==> config.mk <==
export PLATFORM = sky130hd
export DESIGN_NAME = minirisc_seq_flat
export DESIGN_NICKNAME = d
export VERILOG_FILES = /design/src/rtl/minirisc_seq_if.sv /design/src/rtl/minirisc_seq.sv /design/src/flat_wrapper.sv
export SDC_FILE = /design/constraint.sdc
export NUM_CORES = 1
export LEC_CHECK = 0
export CORE_MARGIN = 5
export CORE_UTILIZATION = 55
export CTS_CLUSTER_DIAMETER = 60
export CTS_CLUSTER_SIZE = 24
export DETAILED_ROUTE_END_ITERATION = 8
export PLACE_DENSITY_LB_ADDON = 0.2
export SLEW_MARGIN = 20
export SYNTH_ARGS = -nofsm -noshare
export SYNTH_HDL_FRONTEND = slang
export SYNTH_SLANG_ARGS = --single-unit
==> constraint.sdc <==
create_clock -name clk -period 2.1 [get_ports clk]
set_input_delay 0.21 -clock clk [delete_from_list [all_inputs] [get_ports clk]]
set_output_delay 0.21 -clock clk [all_outputs]
set_load 0.005 [all_outputs]
==> src/rtl/minirisc_seq_if.sv <==
// Instruction-issue and store-load bus of the minirisc program sequencer.
//   load_we/load_addr/load_data : host write port into the instruction store
//   instr_valid/instr_op/instr_arg : instruction presented to the core
//   core_ready : core accepts the presented instruction this cycle
// master = sequencer side, slave = host/core side.
interface minirisc_seq_if #(
  parameter int unsigned AW = 4
);
  logic          load_we;
  logic [AW-1:0] load_addr;
  logic [15:0]   load_data;
  logic          instr_valid;
  logic [7:0]    instr_op;
  logic [7:0]    instr_arg;
  logic          core_ready;

  modport master (
    input  load_we, load_addr, load_data, core_ready,
    output instr_valid, instr_op, instr_arg
  );

  modport slave (
    output load_we, load_addr, load_data, core_ready,
    input  instr_valid, instr_op, instr_arg
  );
endinterface

==> src/rtl/minirisc_seq.sv <==
// Program sequencer for the minirisc accumulator core. Holds a DEPTH x 16 instruction
// store loaded over the bus write port and issues entries to the core over a
// valid/ready handshake, with free-run, single-step, breakpoint and halt/resume control.
// Ports:
//   clk, rst        : clock, synchronous active-high reset
//   bus (master)    : load port in, instruction handshake out
//   start, abort    : run/resume pulse, return-to-idle pulse
//   step_mode       : halt after every issued instruction
//   halt_req        : stop at the next instruction boundary
//   brk_en/brk_addr : halt before issuing the instruction at brk_addr
//   pc, state       : next address to issue, IDLE=0 FETCH=1 ISSUE=2 HALT=3 DONE=4
//   issue_cnt       : instructions issued since the last start from address 0 (wraps)
//   load_err        : sticky, a write was attempted while running
module minirisc_seq #(
  parameter int unsigned DEPTH = 16,
  parameter int unsigned AW    = $clog2(DEPTH)
) (
  input  logic           clk,
  input  logic           rst,
  minirisc_seq_if.master bus,
  input  logic           start,
  input  logic           step_mode,
  input  logic           halt_req,
  input  logic           abort,
  input  logic           brk_en,
  input  logic [AW-1:0]  brk_addr,
  output logic [AW-1:0]  pc,
  output logic [2:0]     state,
  output logic [7:0]     issue_cnt,
  output logic           load_err
);

  typedef enum logic [2:0] {
    StIdle  = 3'd0,
    StFetch = 3'd1,
    StIssue = 3'd2,
    StHalt  = 3'd3,
    StDone  = 3'd4
  } state_e;

  state_e        state_q, state_d;
  logic [AW-1:0] pc_q, pc_d;
  logic [7:0]    cnt_q, cnt_d;
  logic [7:0]    op_q, op_d;
  logic [7:0]    arg_q, arg_d;
  logic          valid_q;
  logic          err_q, err_d;
  logic [15:0]   mem_q [DEPTH];

  logic          wr_ok;
  logic          last_slot;
  logic [AW-1:0] pc_inc;

  // The store is only writable while nothing is in flight.
  assign wr_ok     = (state_q == StIdle) || (state_q == StHalt) || (state_q == StDone);
  assign last_slot = (pc_q == AW'(DEPTH - 1));
  assign pc_inc    = pc_q + 1'b1;

  always_comb begin
    state_d = state_q;
    pc_d    = pc_q;
    cnt_d   = cnt_q;
    op_d    = op_q;
    arg_d   = arg_q;
    err_d   = err_q | (bus.load_we & ~wr_ok);

    if (abort) begin
      state_d = StIdle;
      pc_d    = '0;
    end else begin
      case (state_q)
        StIdle, StDone: begin
          if (start) begin
            state_d = StFetch;
            pc_d    = '0;
            cnt_d   = '0;
          end
        end
        StHalt: begin
          if (start) state_d = StFetch;
        end
        StFetch: begin
          {op_d, arg_d} = mem_q[pc_q];
          state_d       = halt_req ? StHalt : StIssue;
        end
        StIssue: begin
          if (bus.core_ready) begin
            cnt_d = cnt_q + 8'd1;
            if (op_q == 8'h00 || last_slot) begin
              state_d = StDone;
            end else begin
              pc_d = pc_inc;
              // Breakpoint compares the new pc only, so resuming at brk_addr
              // issues that instruction before it can trigger again.
              if (step_mode || halt_req || (brk_en && pc_inc == brk_addr)) begin
                state_d = StHalt;
              end else begin
                state_d = StFetch;
              end
            end
          end
        end
        default: state_d = StIdle;
      endcase
    end
  end

  always_ff @(posedge clk) begin
    if (rst) begin
      state_q <= StIdle;
      pc_q    <= '0;
      cnt_q   <= '0;
      op_q    <= '0;
      arg_q   <= '0;
      valid_q <= 1'b0;
      err_q   <= 1'b0;
    end else begin
      state_q <= state_d;
      pc_q    <= pc_d;
      cnt_q   <= cnt_d;
      op_q    <= op_d;
      arg_q   <= arg_d;
      valid_q <= (state_d == StIssue);
      err_q   <= err_d;
    end
  end

  always_ff @(posedge clk) begin
    if (rst) begin
      for (int i = 0; i < int'(DEPTH); i++) mem_q[i] <= '0;
    end else if (bus.load_we && wr_ok) begin
      mem_q[bus.load_addr] <= bus.load_data;
    end
  end

  assign bus.instr_valid = valid_q;
  assign bus.instr_op    = op_q;
  assign bus.instr_arg   = arg_q;
  assign pc              = pc_q;
  assign state           = state_q;
  assign issue_cnt       = cnt_q;
  assign load_err        = err_q;

endmodule

==> src/flat_wrapper.sv <==
// flat-port wrapper written by rule: the top's interface ports become plain ports
module minirisc_seq_flat 
#(
  parameter int unsigned DEPTH = 16,
  parameter int unsigned AW    = $clog2(DEPTH)
)
  (clk, rst, start, step_mode, halt_req, abort, brk_en, brk_addr, pc, state, issue_cnt, load_err, bus_load_we, bus_load_addr, bus_load_data, bus_core_ready, bus_instr_valid, bus_instr_op, bus_instr_arg);
  minirisc_seq_if #(.AW(AW)) bus_i ();
  input  logic clk;
  input  logic rst;
  input  logic start;
  input  logic step_mode;
  input  logic halt_req;
  input  logic abort;
  input  logic brk_en;
  input  logic [AW-1:0] brk_addr;
  output logic [AW-1:0] pc;
  output logic [2:0] state;
  output logic [7:0] issue_cnt;
  output logic load_err;
  input wire logic [$bits(bus_i.load_we)-1:0] bus_load_we;
  input wire logic [$bits(bus_i.load_addr)-1:0] bus_load_addr;
  input wire logic [$bits(bus_i.load_data)-1:0] bus_load_data;
  input wire logic [$bits(bus_i.core_ready)-1:0] bus_core_ready;
  output wire logic [$bits(bus_i.instr_valid)-1:0] bus_instr_valid;
  output wire logic [$bits(bus_i.instr_op)-1:0] bus_instr_op;
  output wire logic [$bits(bus_i.instr_arg)-1:0] bus_instr_arg;
  assign bus_i.load_we = bus_load_we;
  assign bus_i.load_addr = bus_load_addr;
  assign bus_i.load_data = bus_load_data;
  assign bus_i.core_ready = bus_core_ready;
  assign bus_instr_valid = bus_i.instr_valid;
  assign bus_instr_op = bus_i.instr_op;
  assign bus_instr_arg = bus_i.instr_arg;
  minirisc_seq #(.DEPTH(DEPTH), .AW(AW)) u_core (.clk(clk), .rst(rst), .bus(bus_i), .start(start), .step_mode(step_mode), .halt_req(halt_req), .abort(abort), .brk_en(brk_en), .brk_addr(brk_addr), .pc(pc), .state(state), .issue_cnt(issue_cnt), .load_err(load_err));
endmodule
=== After elaboration in Yosys (flattened, before gate mapping) ===
Memories as Yosys holds them, arrays and structs flattened. A register that Yosys moved wholly into a read port is not among the register bits.
Cells that the tools add are included.

* Register bits after elaboration: 17
* Memory bits (writable): 256
* Bits of input ports: 33
* Output and inout bits: 33
* Logic and storage cells: 61
* Memories: 1

* Add/subtract/negate cells: 2
* Equal/unequal tests: 10
* Mux-type cells: 22
* Bitwise operators: 4
* Reductions and logical operators: 17

{| class="wikitable"
|+ Memories
! name !! depth !! width !! read ports !! clocked after Yosys merged registers in !! write ports !! line !! source
|-
| u_core.mem_q || 16 || 16 || 1 || 1 || 16 || minirisc_seq.sv:48 || <nowiki>logic [15:0] mem_q [DEPTH];</nowiki>
|}

{| class="wikitable"
|+ Operators by type and width
! operator !! count
|-
| two-way mux 16 bit || 1
|-
| two-way mux 4 bit || 4
|-
| two-way mux 8 bit || 2
|-
| case mux 8 bit (2 select lines) || 1
|-
| OR reduction 16 bit || 1
|-
| two-way mux 3 bit || 4
|-
| == test 3 x 2 -> 1 bit (second input constant) || 3
|-
| case mux 3 bit (3 select lines) || 1
|-
| adder 8 x 1 -> 8 bit (second input constant) || 1
|-
| zero test 8 bit || 1
|-
| case mux 4 bit (2 select lines) || 1
|-
| AND reduction 4 bit || 2
|-
| two-way mux 1 bit || 7
|-
| != test 2 bit (second input constant) || 3
|-
| logical OR 1 bit || 5
|-
| adder 4 x 1 -> 4 bit (second input constant) || 1
|-
| == test 4 bit || 1
|-
| == test 4 bit (second input constant) || 1
|-
| OR reduction 2 bit || 2
|-
| == test 3 x 1 -> 1 bit (second input constant) || 1
|-
| == test 3 bit (second input constant) || 1
|-
| zero test 3 bit || 1
|-
| OR reduction 3 bit || 1
|-
| logical AND 1 bit || 2
|-
| other kinds (6) || 7
|}

=== Logic depth before layout (Yosys ltp) ===
* Depth in word-level cells: 10
* Depth in mapped cells: 8
* Gate-level depth less buffers: 5

=== Worst setup path before layout ===
No wires, ideal clock.

* Kind: flip-flop to flip-flop
* Start point: register u_core.state_q[2] (netlist: u_core.state[2])
* End point: memory u_core.mem_q[8][0] (enable)
* Library setup time: 0.334 ns
* Data arrival time: 1.702 ns
* Required time: 1.766 ns
* Path slack: 0.065 ns
* Cell stages (with the launch flop): 6
* Buffers on the path: 1
* Clock period less this slack: 2.035 ns
* Path through: dfxtp_1 -> buf_6 -> nand3b_4 -> a2111o_4 -> nor3_4 -> or2_2

{| class="wikitable"
|+ RTL lines
! element !! line !! source
|-
| start, declared || minirisc_seq.sv:41 || <nowiki>state_e state_q, state_d;</nowiki>
|-
| start signal, assigned || minirisc_seq.sv:110 || <nowiki>state_q <= StIdle;</nowiki>
|-
| start signal, assigned || minirisc_seq.sv:118 || <nowiki>state_q <= state_d;</nowiki>
|-
| end, declared || minirisc_seq.sv:48 ||
|}

=== Worst setup path after layout ===
* Start point: register u_core.pc_q[2] (netlist: u_core.pc[2])
* End point: output pc[2]

{| class="wikitable"
|+ RTL lines
! element !! line !! source
|-
| start, declared || minirisc_seq.sv:42 || <nowiki>logic [AW-1:0] pc_q, pc_d;</nowiki>
|-
| start signal, assigned || minirisc_seq.sv:119 || <nowiki>pc_q <= pc_d;</nowiki>
|-
| end, declared || flat_wrapper.sv:17 || <nowiki>output logic [AW-1:0] pc;</nowiki>
|}

No word-level cell between the ends.

==> metrics <==
status=finished, final reports clean; asr flop ratio synth=0; Primary FF master, synth=edfxtp_1; post-layout util=0.655; routability-driven placement congestion ratio=0.860; crit-path max FO=20; nets@finish=1044; r2r setup slk=100 ps; leak pwr=5.60 nW; starting density of the core=0.555; Tmin final=2020 ps; Total GRT Usage=0.228; Max Cap Violations=0; Via Count=7708; Syn Std Cell Area=0.0134 mm²; drt pass-1 iters=5; die span in x=166 µm; Final Max Tran Viols=0; post-DP HPWL=20900 µm; H-tree depth=1; top cells by area, synth=edfxtp_1 57%, and2_1 12%, mux4_2 8.4%; top-count cell post-synth=and2_1; Critical Path, Cell by Cell=buf_12 > clkdlybuf4s50_1; CP required=1890 ps; antenna viol nets, final=0; CTS tree=done; row count=57; final WL=31400 µm; share of cells above drive strength 1=0.222; Worst Tran Pin Value=828 ps; initial antenna violation count=0; number of diodes=0; area of the multi-input gates=0.00467 mm²; final hold violation count=0; Num CTS Buffers=22; normalized max-slew margin=0.443; worst endpoint data arrival time=1810 ps; Reg area=0.00835 mm²; clock root buffer=clkbuf_16; Critical Path Slowest Stage Cell=clkdlybuf4s50_1; Worst Hold Class=input port to flip-flop; Cells after Synth=904; Worst setup SP type=flip-flop; pwr/cell area=734 mW/mm²; WS Path Type=flip-flop to output pin; RSZ-0062 raised after global routing=no; peak supply drop=0.000739 V; total chip power=0.0116 W; Tcrit/Tclk final=0.964; largest net degree at the start of global routing=40; syn avg cell area=14.8 µm²; crit path capture type=output pin; Yosys cell types=63; Setup Viol. Count Final=0; cell taking the most area after synthesis=edfxtp_1; global-route wire length before repair=48600 µm; Largest stage delay, worst path=540 ps; # IOs=66; Buffers & Inverters on Critical Path=2; P&R area growth vs syn=18.0%; DR iter-0 viols=675; Fill cells=1770; Crit path max-delay family=buffers and inverters; Post-synth top cells=257 x and2_1, 256 x edfxtp_1, 50 x mux4_2; Setup Skew=14.5 ps; sequential area share after synthesis=0.624; Post-synth EDFFs=256; CTS max path bufs=3; height of the die=166 µm; Routed WL per cell=23.3 µm; CTS clk-pin slew, worst paths=70 ps; number of port buffers=65; Vias/cell=5.71; Clock Latency Late Sink=530 ps; yosys warns=0; hold_buf cts=0; vias in the first global route=8010; Sink Count=289; Core ar.=0.0241 mm²; # DRC=0; post-synth top area share=0.575; Die Area=0.0275 mm²; syn_nets=939; grt ovf=0; Max Freq=494 MHz; Seq cells post-synth=289
per-layer routing:
layer,vias up,routed length [µm],global-route usage
met5,-,0,0
met4,0,728,0.0534
met3,44,1700,0.0345
met2,214,15700,0.391
met1,3899,13300,0.313
li1,3551,-,-
cell usage in the layout (no fill, tap or decap), types with 5 or more instances in the layout:
cell             netlist  layout
and2_1               257     257
edfxtp_1             256     256
clkdlybuf4s50_1        0      65
buf_4                  8      59
mux4_2                50      50
mux2i_1               45      45
dfxtp_1               33      30
clkbuf_16              0      24
a22oi_1               23      23
buf_12                 0      22
o21ai_0               19      19
or2_2                 18      18
nor2_1                13      13
xnor2_1               11      11
mux2_2                 9       9
nand3_1                7       7
a32oi_1                7       7
nor2_2                 6       6
a21oi_1                6       6
nand4_1                5       5
sequential cells by signal, indices dropped and copies added, names as in the netlist:
signal / count
u_core.mem_q: 256
u_core.pc: 4
u_core.bus.instr_op: 8
u_core.load_err: 1
u_core.bus.instr_arg: 8
u_core.bus.instr_valid: 1
u_core.state: 3
u_core.issue_cnt: 8
layout make-up:
class / count / share of cell area
multi-input cells: 544 / 0.296
clock inverters: 15 / 0.0105
clock buffers: 25 / 0.0369
inverters: 4 / 0.000951
well taps: 324 / 0.0257
repair buffers: 148 / 0.101
flip-flops and latches: 289 / 0.529
final timing paths:
check                             start                           endpoint  cells past startpoint
max           u_core.pc[2]$_SDFFE_PP0P_                              pc[2]                      2
min                              brk_en         u_core.state[1]$_SDFF_PP0_                      3
max reg2reg  u_core.state[0]$_SDFF_PP0_  u_core.mem_q[11][4]$_SDFFCE_PN0P_                      5
min reg2reg  u_core.load_err$_SDFF_PP0_         u_core.load_err$_SDFF_PP0_                      2
repair_timing:
item                                    in CTS  in global routing
endpoints found under the setup margin       3                  2
gates cloned                                 0                  1
buffers inserted                             4                  0
gates resized for setup                      0                  2
where the power goes:
group          internal, W  switching [W]  total (W)
registers          0.00644      0.0000675    0.00651
logic             0.000303       0.000381   0.000684
clock network      0.00215        0.00224    0.00440
tightest hold or removal path: cells and delay by family:
| kind | cells | cell delay (ps) |
|---|---|---|
| buf+inv | 1 | 390 |
| simple gates | 1 | 80 |
| compound gates | 1 | 70 |
per-stage QoR:
| stage | hold WS [ps] | area [µm²] | std cells | setup TNS [ps] | setup WS [ps] |
|---|---|---|---|---|---|
| 2_1_floorplan | 357 | 13400 | 904 | 0 | 64.8 |
| 3_3_place_gp | 459 | 14900 | 1304 | -25580 | -225 |
| 5_1_grt | 301 | 15800 | 1349 | 0 | 14.4 |
| 4_1_cts | 274 | 15700 | 1348 | 0 | 22.0 |
| 6_report | 283 | 15800 | 1349 | 0 | 75.4 |
| 3_5_place_dp | 474 | 14900 | 1304 | -31770 | -236 |
logic make-up after synthesis:
| kind of cell | Yosys count | share of synthesized area |
|---|---|---|
| AO/OA/AOI/OAI | 78 | 0.0455 |
| XOR/XNOR | 13 | 0.00851 |
| adder cells (fa/ha/maj) | 2 | 0.00187 |
| buffers and inverters | 71 | 0.0277 |
| flip-flops | 289 | 0.624 |
| multiplexers | 104 | 0.125 |
| AND/OR/NAND/NOR | 347 | 0.167 |
Note: power is estimated with default switching activity, not from simulation.
